==> src/rtl/fetch_pkg.sv <==
// Shared types and constants for the instruction fetch front end.
//   XLEN          : data/address width of the fetch path
//   PC_STEP       : PC increment per fetched instruction
//   NOP           : reset/fill value for buffered instruction words
//   fetch_entry_t : one buffered fetch result {pc, instr}
//   cnt_w()       : width of a counter that must hold the values 0..depth
package fetch_pkg;

    localparam int              XLEN    = 32;
    localparam logic [XLEN-1:0] PC_STEP = 32'd4;
    localparam logic [XLEN-1:0] NOP     = 32'h0000_0000;

    typedef struct packed {
        logic [XLEN-1:0] pc;
        logic [XLEN-1:0] instr;
    } fetch_entry_t;

    function automatic int cnt_w(input int depth);
        return $clog2(depth + 1);
    endfunction

endpackage

==> src/rtl/fetch_fifo.sv <==
// Small register FIFO of fetch_entry_t. Slot 0 is always the head, so the
// head is a plain register output. Slots beyond the occupied count are never
// overwritten by a pop, which keeps the head value stable after the FIFO
// drains or is flushed.
//   clk, reset      : clock, asynchronous active-low reset
//   push, push_data : write an entry (ignored when full without a pop)
//   pop             : remove the head (ignored when empty)
//   flush           : empty the FIFO; overrides push and pop
//   head            : current head entry
//   count           : number of occupied entries
//   empty, full     : occupancy flags
module fetch_fifo
    import fetch_pkg::*;
#(
    parameter int DEPTH = 2,
    parameter int CW    = cnt_w(DEPTH)
) (
    input  logic          clk,
    input  logic          reset,
    input  logic          push,
    input  fetch_entry_t  push_data,
    input  logic          pop,
    input  logic          flush,
    output fetch_entry_t  head,
    output logic [CW-1:0] count,
    output logic          empty,
    output logic          full
);

    fetch_entry_t  slot_q [DEPTH];
    fetch_entry_t  slot_d [DEPTH];
    fetch_entry_t  above  [DEPTH];
    logic [CW-1:0] count_q, count_d;
    logic          do_push, do_pop;

    assign empty   = (count_q == '0);
    assign full    = (count_q == CW'(DEPTH));
    assign do_pop  = pop & ~empty & ~flush;
    // A full FIFO can still accept a push in the same cycle it pops.
    assign do_push = push & (~full | do_pop) & ~flush;

    // Neighbour each slot shifts from on a pop; the top slot has none.
    for (genvar i = 0; i < DEPTH; i++) begin : g_above
        if (i < DEPTH - 1) begin : g_mid
            assign above[i] = slot_q[i+1];
        end else begin : g_top
            assign above[i] = slot_q[i];
        end
    end

    always_comb begin
        int cnt;
        int tgt;
        cnt = int'(count_q);
        tgt = do_pop ? cnt - 1 : cnt;
        for (int i = 0; i < DEPTH; i++) begin
            slot_d[i] = slot_q[i];
            if (do_pop && (i + 1 < cnt)) slot_d[i] = above[i];
            if (do_push && (i == tgt))   slot_d[i] = push_data;
        end
        count_d = count_q;
        if (flush) count_d = '0;
        else       count_d = count_q + CW'(do_push) - CW'(do_pop);
    end

    always_ff @(posedge clk or negedge reset) begin
        if (!reset) begin
            count_q <= '0;
            for (int i = 0; i < DEPTH; i++) slot_q[i] <= '{pc: NOP, instr: NOP};
        end else begin
            count_q <= count_d;
            for (int i = 0; i < DEPTH; i++) slot_q[i] <= slot_d[i];
        end
    end

    assign head  = slot_q[0];
    assign count = count_q;

    a_no_overflow: assert property (@(posedge clk) disable iff (!reset)
        !(push && full && !pop && !flush));

endmodule

==> src/rtl/instr_fetch_stage.sv <==
// Instruction fetch front end. Owns the fetch PC, issues in-order requests to
// instruction memory (req/gnt, responses flagged by rvalid), buffers returned
// words in fetch_fifo and presents them to decode over valid/ready. A redirect
// flushes the buffer and marks in-flight responses for discard.
//   clk, reset                  : clock, asynchronous active-low reset
//   imem_req/addr/gnt           : request channel (addr = PC)
//   imem_rvalid/rdata           : in-order response channel
//   redirect_valid/redirect_pc  : flush and restart fetch
//   id_valid/ready/instr/pc     : decode handshake, head of the FIFO
module instr_fetch_stage #(
    parameter int              XLEN     = fetch_pkg::XLEN,
    parameter logic [XLEN-1:0] RESET_PC = '0,
    parameter int              DEPTH    = 2
) (
    input  logic            clk,
    input  logic            reset,
    output logic            imem_req,
    output logic [XLEN-1:0] imem_addr,
    input  logic            imem_gnt,
    input  logic            imem_rvalid,
    input  logic [XLEN-1:0] imem_rdata,
    input  logic            redirect_valid,
    input  logic [XLEN-1:0] redirect_pc,
    output logic            id_valid,
    input  logic            id_ready,
    output logic [XLEN-1:0] id_instr,
    output logic [XLEN-1:0] id_pc
);
    import fetch_pkg::*;

    localparam int            CW      = cnt_w(DEPTH);
    localparam logic [CW:0]   DEPTH_W = (CW+1)'(DEPTH);

    logic [XLEN-1:0] pc_q, pc_d, resp_pc_q, resp_pc_d;
    logic [CW-1:0]   out_q, out_d, disc_q, disc_d;
    logic [CW-1:0]   count;
    logic [CW:0]     used;
    logic            run_q;
    logic            empty, full;
    logic            hs, issue, rv_ok, push, pop;
    fetch_entry_t    head, push_data;

    // Requests start the first full cycle after reset release.
    always_ff @(posedge clk or negedge reset) begin
        if (!reset) run_q <= 1'b0;
        else        run_q <= 1'b1;
    end

    assign hs    = id_valid & id_ready;
    assign used  = {1'b0, count} + {1'b0, out_q};
    // used never exceeds DEPTH, so "credits > 0" is used < DEPTH, or a slot
    // freed by this cycle's pop. The id_ready -> imem_req path is deliberate:
    // it is what lets DEPTH=2 sustain one fetch per cycle.
    assign imem_req  = run_q & ((used < DEPTH_W) | hs) & ~redirect_valid;
    assign imem_addr = pc_q;

    assign issue = imem_req & imem_gnt;
    // A response with nothing outstanding is a protocol error; drop it.
    assign rv_ok = imem_rvalid & (out_q != '0);
    assign push  = rv_ok & (disc_q == '0) & ~redirect_valid;
    assign pop   = hs & ~redirect_valid;
    assign push_data = '{pc: resp_pc_q, instr: imem_rdata};

    always_comb begin
        pc_d      = pc_q;
        resp_pc_d = resp_pc_q;
        out_d     = out_q;
        disc_d    = disc_q;
        if (issue) begin
            pc_d  = pc_q + PC_STEP;
            out_d = out_d + CW'(1);
        end
        if (rv_ok) out_d = out_d - CW'(1);
        if (redirect_valid) begin
            // Everything still in flight after this cycle belongs to the old path.
            pc_d      = redirect_pc;
            resp_pc_d = redirect_pc;
            disc_d    = out_d;
        end else begin
            if (rv_ok && (disc_q != '0)) disc_d = disc_q - CW'(1);
            if (push) resp_pc_d = resp_pc_q + PC_STEP;
        end
    end

    always_ff @(posedge clk or negedge reset) begin
        if (!reset) begin
            pc_q      <= RESET_PC;
            resp_pc_q <= RESET_PC;
            out_q     <= '0;
            disc_q    <= '0;
        end else begin
            pc_q      <= pc_d;
            resp_pc_q <= resp_pc_d;
            out_q     <= out_d;
            disc_q    <= disc_d;
        end
    end

    fetch_fifo #(.DEPTH(DEPTH)) u_fifo (
        .clk       (clk),
        .reset     (reset),
        .push      (push),
        .push_data (push_data),
        .pop       (pop),
        .flush     (redirect_valid),
        .head      (head),
        .count     (count),
        .empty     (empty),
        .full      (full)
    );

    assign id_valid = ~empty;
    assign id_instr = head.instr;
    assign id_pc    = head.pc;

    a_credit: assert property (@(posedge clk) disable iff (!reset) used <= DEPTH_W);
    a_disc:   assert property (@(posedge clk) disable iff (!reset) disc_q <= out_q);
    a_full:   assert property (@(posedge clk) disable iff (!reset) !(full && (out_q != '0) && !redirect_valid && !hs && issue));

endmodule
==> config.mk <==
export PLATFORM = sky130hd
export DESIGN_NAME = instr_fetch_stage
export DESIGN_NICKNAME = d
export VERILOG_FILES = /design/src/rtl/fetch_pkg.sv /design/src/rtl/fetch_fifo.sv /design/src/rtl/instr_fetch_stage.sv
export SDC_FILE = /design/constraint.sdc
export NUM_CORES = 1
export LEC_CHECK = 0
export BUFFER_PORTS_ARGS = -buffer_cell sky130_fd_sc_hd__buf_2
export CORE_MARGIN = 2
export CORE_UTILIZATION = 35
export CTS_BUF_LIST = sky130_fd_sc_hd__clkbuf_8
export CTS_CLUSTER_DIAMETER = 40
export DETAILED_ROUTE_END_ITERATION = 10
export PLACE_DENSITY = 0.55
export SLEW_MARGIN = 30
export SYNTH_ARGS = -nofsm -noshare
export SYNTH_HDL_FRONTEND = slang
export SYNTH_SLANG_ARGS = --single-unit
export TNS_END_PERCENT = 100
==> constraint.sdc <==
create_clock -name clk -period 2.6 [get_ports clk]
set_input_delay 0.13 -clock clk [delete_from_list [all_inputs] [get_ports clk]]
set_output_delay 0.13 -clock clk [all_outputs]
set_load 0.03 [all_outputs]
# Word-level counts from Yosys, hierarchy flattened
# Cells that the tools add are included.
[totals]
reg_bits = 199
in_bits = 70
[classes]
n_addsub = 9
order_cmp = 2
eq_ne = 2
muxes = 12
bitwise_logic = 17
n_reduce_logical = 13
[ops]
columns = ["operator", "count"]
rows = [
  ["2-to-1 mux 32 bit", 5],
  ["2-to-1 mux 64 bit", 2],
  ["adder 32 x 3 -> 32 bit (second input constant)", 2],
  ["== test 2 x 32 -> 1 bit (first input constant)", 1],
  ["logical NOT 32 bit", 1],
  ["bitwise AND 1 bit", 12],
  ["nonzero test 2 bit", 6],
  ["2-to-1 mux 2 bit", 5],
  ["logical AND 1 bit", 4],
  ["logical NOT 2 bit", 2],
  ["subtractor 2 x 1 -> 2 bit (second input constant)", 2],
  ["adder 2 x 2 -> 3 bit", 1],
  ["less-than comparator 3 x 2 -> 1 bit (second input constant)", 1],
  ["inverter 1 bit", 3],
  ["subtractor 2 x 1 -> 3 bit (second input constant)", 1],
  ["adder 2 x 1 -> 2 bit", 1],
  ["adder 2 x 1 -> 2 bit (second input constant)", 1],
  ["== test 2 bit (second input constant)", 1],
  ["less-than comparator 1 x 2 -> 1 bit (first input constant)", 1],
  ["OR 1 bit", 2],
  ["subtractor 2 x 1 -> 2 bit", 1],
]

# Longest topological paths before layout
[depth]
depth_word = 12
depth_mapped = 10

# Cells and area by module
# A second synthesis with hierarchy kept.
[hier_totals]
cells_unflattened = 789
hier_area_um2 = 10042.1
[modules_own_cells]
columns = ["module", "n_inst", "cells_per_inst", "area_per_inst_um2"]
rows = [
  ["fetch_fifo", 1, 367, 6228.5],
  ["instr_fetch_stage", 1, 422, 3813.7],
]

# Worst setup path after synthesis
# Ideal clock, no wire load.
[synth_path]
path_type = "reg2reg"
startpoint = "reg u_fifo.count_q[1] (netlist: u_fifo.count[1])"
endpoint = "reg pc_q[11] (netlist: imem_addr[11])"
arrival_ns = 2.225
required_ns = 2.522
setup_slack_ns = 0.297
path_stages_with_launch = 8
path_cell_list = "dfrtp_1 > inv_1 > fa_1 > nand2_1 > a211o_1 > or4_1 > xor2_1 > a21boi_1"
[synth_between]
elab_chain_len = 8
[synth_rtl]
columns = ["element", "line_no", "rtl"]
rows = [
  ["start: declaration", "fetch_fifo.sv:33", "logic [CW-1:0] count_q, count_d;"],
  ["start signal: assignment", "fetch_fifo.sv:71", "count_q <= count_d;"],
  ["branches (longest 3 deep; another with adder 2 x 2 -> 3 bit)", "n/a", ""],
  ["OR 1 bit *", "instr_fetch_stage.sv:54", "assign imem_req = run_q & ((used < DEPTH_W) | hs) & ~redirect_valid;"],
  ["bitwise AND 1 bit * (2 in a row)", "instr_fetch_stage.sv:54", ""],
  ["bitwise AND 1 bit *", "instr_fetch_stage.sv:57", "assign issue = imem_req & imem_gnt;"],
  ["nonzero test 2 bit (no line) *", "n/a", ""],
  ["end signal: assignment", "instr_fetch_stage.sv:92", "pc_q <= pc_d;"],
  ["end: declaration", "instr_fetch_stage.sv:34", "logic [XLEN-1:0] pc_q, pc_d, resp_pc_q, resp_pc_d;"],
]
# Every way passes the cells marked *.
# A chain may end at the register's enable or synchronous reset.

# Worst setup path in the final report
[layout_path]
startpoint = "reg u_fifo.count_q[1] (netlist: u_fifo.count[1])"
endpoint = "reg pc_q[26] (netlist: imem_addr[26])"
# Same word-level chain as after synthesis.

==> summary.txt <==
Synth
  – Yosys warning total: 0
  – Post-synthesis area per instance: 11.10 um^2
  – Post-synthesis sequential element count: 199
  – Post-synth top area cell: dfrtp_1
  – Unique masters post-synth: 60
  – Syn Std Cell Area: 9459 um^2
  – Mapped Cells: 852
  – Syn Nets: 933
  – Asr flop ratio synth: 1.000
  – Sequential element share of the synthesized area: 0.5265
  – Top cells by area, synth: dfrtp_1 (53%), mux2_2 (8.9%), mux2i_1 (7.0%)
  – Number of flops mapped to enable cells by yosys: 0
  – Top-area cell type share of the netlist area: 0.5265
  – Most used DFF post-synth: dfrtp_1

Worst hold path
  – HP Start: redirect_pc[11]
  – Hold crit path type: input pin to register
  – WHS Endpoint: resp_pc_q[11]$_DFFE_PN0N_
  – WHS Path Cells: 3

Detailed routing
  – DRT Wirelength: 23,410 um
  – Router iterations before antenna repair: 4
  – Antenna-violating nets left: 0
  – Mean routed wirelength per cell: 16.38 um
  – Initial DRC count: 481
  – Vias: 7,120
  – DRC: 0
  – Avg Vias per Cell: 4.983

CTS
  – Root Buffer: clkbuf_8
  – Post-CTS Setup Bufs: 0
  – Clock Latency Late Sink: 0.47 ns
  – CTS sink cnt: 199
  – CTS Buf Count: 17
  – Longest Clk Path Bufs: 2
  – H-tree lvl count: 4
  – CTS tree: built
  – Clock transition at path regs: 0.11 ns

Global route
  – GRT Total Usage: 0.1687
  – Grt total ovfl: 0
  – Number of global-route vias before repair: 6,950
  – Antenna violations before repair: 0
  – Largest net degree at the start of global routing: 80
  – Global-route wire length before repair: 38,060 um

STA
  – Worst Skew: 0.01409 ns
  – Tcrit/Tclk final: 0.9251
  – Worst Tran Pin Value: 0.7560 ns
  – Unrepaired setup endpoints after global routing: no
  – Slew HR: 0.4953
  – Max Clk Rate: 0.4158 GHz
  – Setup TNS: 0 ns
  – Fin. Hold Viols: 0
  – Final Setup Violations: 0
  – Clock period minus worst slack: 2.405 ns
  – Final Slew Violations: 0

Layout
  – Fill cells: 2,553
  – Most frequent cells in the layout: dfrtp_1 (197), buf_2 (166), nand2_1 (123)
  – Ratio of cells with drive above 1 in the final layout: 0.2923
  – Layout Utilization: 0.4431
  – Register area: 4982 um^2
  – Commonest non-fill, non-tap cell in the layout: dfrtp_1
  – Total inserted antenna cells: 0
  – Final #Nets: 1,156
  – P&R area growth vs syn: 25.19%
  – Area of the multi-input gates: 4159 um^2

Setup path
  – Critical Path End Type: register
  – FF-to-FF setup slack: 0.19 ns
  – Crit-path max FO: 21
  – Worst-path cell chain: inv_1 -> fa_1 -> nand2_1 -> a211oi_4 -> buf_12 -> nand3_2 -> or4_1 -> a31oi_1
  – CP Data Arrival Time: 2.80 ns
  – Worst path bufs/invs: 2
  – Worst Setup Start Kind: register
  – CP required: 2.99 ns
  – R2R depth: 8
  – FF-to-FF Start: u_fifo.count[1]$_DFF_PN0_
  – Largest stage delay on the critical path: 0.53 ns
  – R2r endpoint: imem_addr[26]$_DFFE_PN0P_
  – CP max-delay cell: fa_1
  – Critical path class: register to register
  – Crit path max-delay family: simple AND/OR/NAND/NOR gates

Power and ir drop
  – Internal power: 6.487 mW
  – Sequential share of power: 0.447
  – Static leakage: 5.820 nW
  – Sw Share: 0.3889
  – Power Dens Cells: 896.5 nW/um^2
  – P_sw: 4.128 mW
  – Clk pwr share: 0.208
  – Gate power share: 0.345
  – VDD IR max: 0.2847 mV

Flow run
  – Max-cap viol count: 0

Floorplan
  – IO Count: 168
  – Overall die width: 168.4 um
  – Die ar.: 28,360 um^2
  – Starting density of the core: 0.3539
  – Die H: 168.4 um
  – # rows: 60
  – Placeable Area: 26,730 um^2

Placed design
  – GPL Wtd Cong: 0.8323
  – Dpl hpwl: 16,000 um
  – Port bufs: 167

Status
  – Status: finished clean
-- worst reg2reg max path, stage by stage, from the launching register on --
cell and delay [ns]:
dfrtp_2 0.42, inv_1 0.11, fa_1 0.53, nand2_1 0.12, a211oi_4 0.27, buf_12 0.20, nand3_2 0.11, or4_1 0.42
a31oi_1 0.16
-- per-stage QoR --
step           hold WS, ns  setup slack, ns  power (mW)  area (um^2)  instances
2_1_floorplan      -0.1656           0.2972       7.213         9459        852
3_3_place_gp        0.2225           0.1088       8.337        10720       1330
3_5_place_dp        0.2211         0.007966       8.442        10720       1330
4_1_cts            0.02955           0.1159       10.77        11840       1429
5_1_grt            0.08528          0.02586       11.31        11840       1429
6_report           0.06515           0.1948       10.62        11840       1429
-- Yosys cell counts, types with 8 or more instances --
library cell and instances:
dfrtp_1 199, nand4_1 18, o21ai_1 9, nand3_1 27
nand2_1 123, xnor2_1 22, xor2_1 20, nor2_1 17
buf_2 27, o211ai_1 8, inv_1 22, mux2i_1 66
clkbuf_1 12, mux2_2 75, ha_1 10, and3_1 8
o21ai_0 94
-- routing by layer --
metal | up-vias | wire (um) | GRT usage
met5 | - | 0 | 0
met4 | 0 | 274 | 0.04535
met3 | 18 | 1032 | 0.02633
met2 | 195 | 10020 | 0.2508
met1 | 3459 | 12080 | 0.2553
li1 | 3448 | - | -
-- flip-flops by register name (all words and copies together), names as in the netlist --
register / cells
resp_pc_q: 32
run_q: 1
out_q: 2
u_fifo.head: 64
u_fifo.count: 2
imem_addr: 32
u_fifo.above: 64
disc_q: 2
-- area by class of cell --
class,instances,area share
Inverter,23,0.007291
Multi-Input combinational cell,583,0.3512
Clock buffer,17,0.01976
Clock inverter,15,0.01775
Sequential cell,199,0.4208
Timing Repair Buffer,251,0.1472
Tap cell,341,0.03603
-- how the worst max path moves through the flow --
stage                     slack (ns)                 startpoint                        end  cells past startpoint
after global routing            0.03  u_fifo.count[1]$_DFF_PN0_  imem_addr[26]$_DFFE_PN0P_                      8
after global placement          0.11  u_fifo.count[1]$_DFF_PN0_   imem_addr[5]$_DFFE_PN0P_                      8
after CTS                       0.12  u_fifo.count[1]$_DFF_PN0_  imem_addr[26]$_DFFE_PN0P_                      8
after floorplan                 0.30  u_fifo.count[1]$_DFF_PN0_  imem_addr[11]$_DFFE_PN0P_                      7
final                           0.19  u_fifo.count[1]$_DFF_PN0_  imem_addr[26]$_DFFE_PN0P_                      8
after detailed placement       0.008  u_fifo.count[1]$_DFF_PN0_  imem_addr[17]$_DFFE_PN0P_                      8
-- power by group through the flow --
| stage | Sequential (mW) | Combinational [mW] | Clock, mW |
|---|---|---|---|
| floorplan | 5.68 | 1.54 | 0 |
| global placement | 4.79 | 3.55 | 0 |
| detailed placement | 4.83 | 3.62 | 0 |
| CTS | 4.76 | 3.70 | 2.31 |
| global route | 4.89 | 3.99 | 2.43 |
| finish | 4.75 | 3.66 | 2.21 |
-- timing repair --
| action | 4_1_cts | 5_1_grt |
|---|---|---|
| resized for setup | 1 | 2 |
| endpoints found under the hold margin | 199 | 0 |
| pin swaps | 0 | 1 |
| hold buffers | 67 | 0 |
| endpoints found under the setup margin | 2 | 2 |
-- cell families after synthesis --
logic type                 count (synthesis)  share of synthesized area
and+or+nand+nor                          241                     0.1331
DFF                                      199                     0.5265
AOI/OAI and AO/OA                        147                    0.09074
other                                      1                  0.0003964
buffers and inverters                     70                    0.03598
adders and majority gates                 11                    0.01534
muxes                                    141                     0.1591
xor gates and xnor gates                  42                    0.03889
Power figures use the tool's default switching activity.
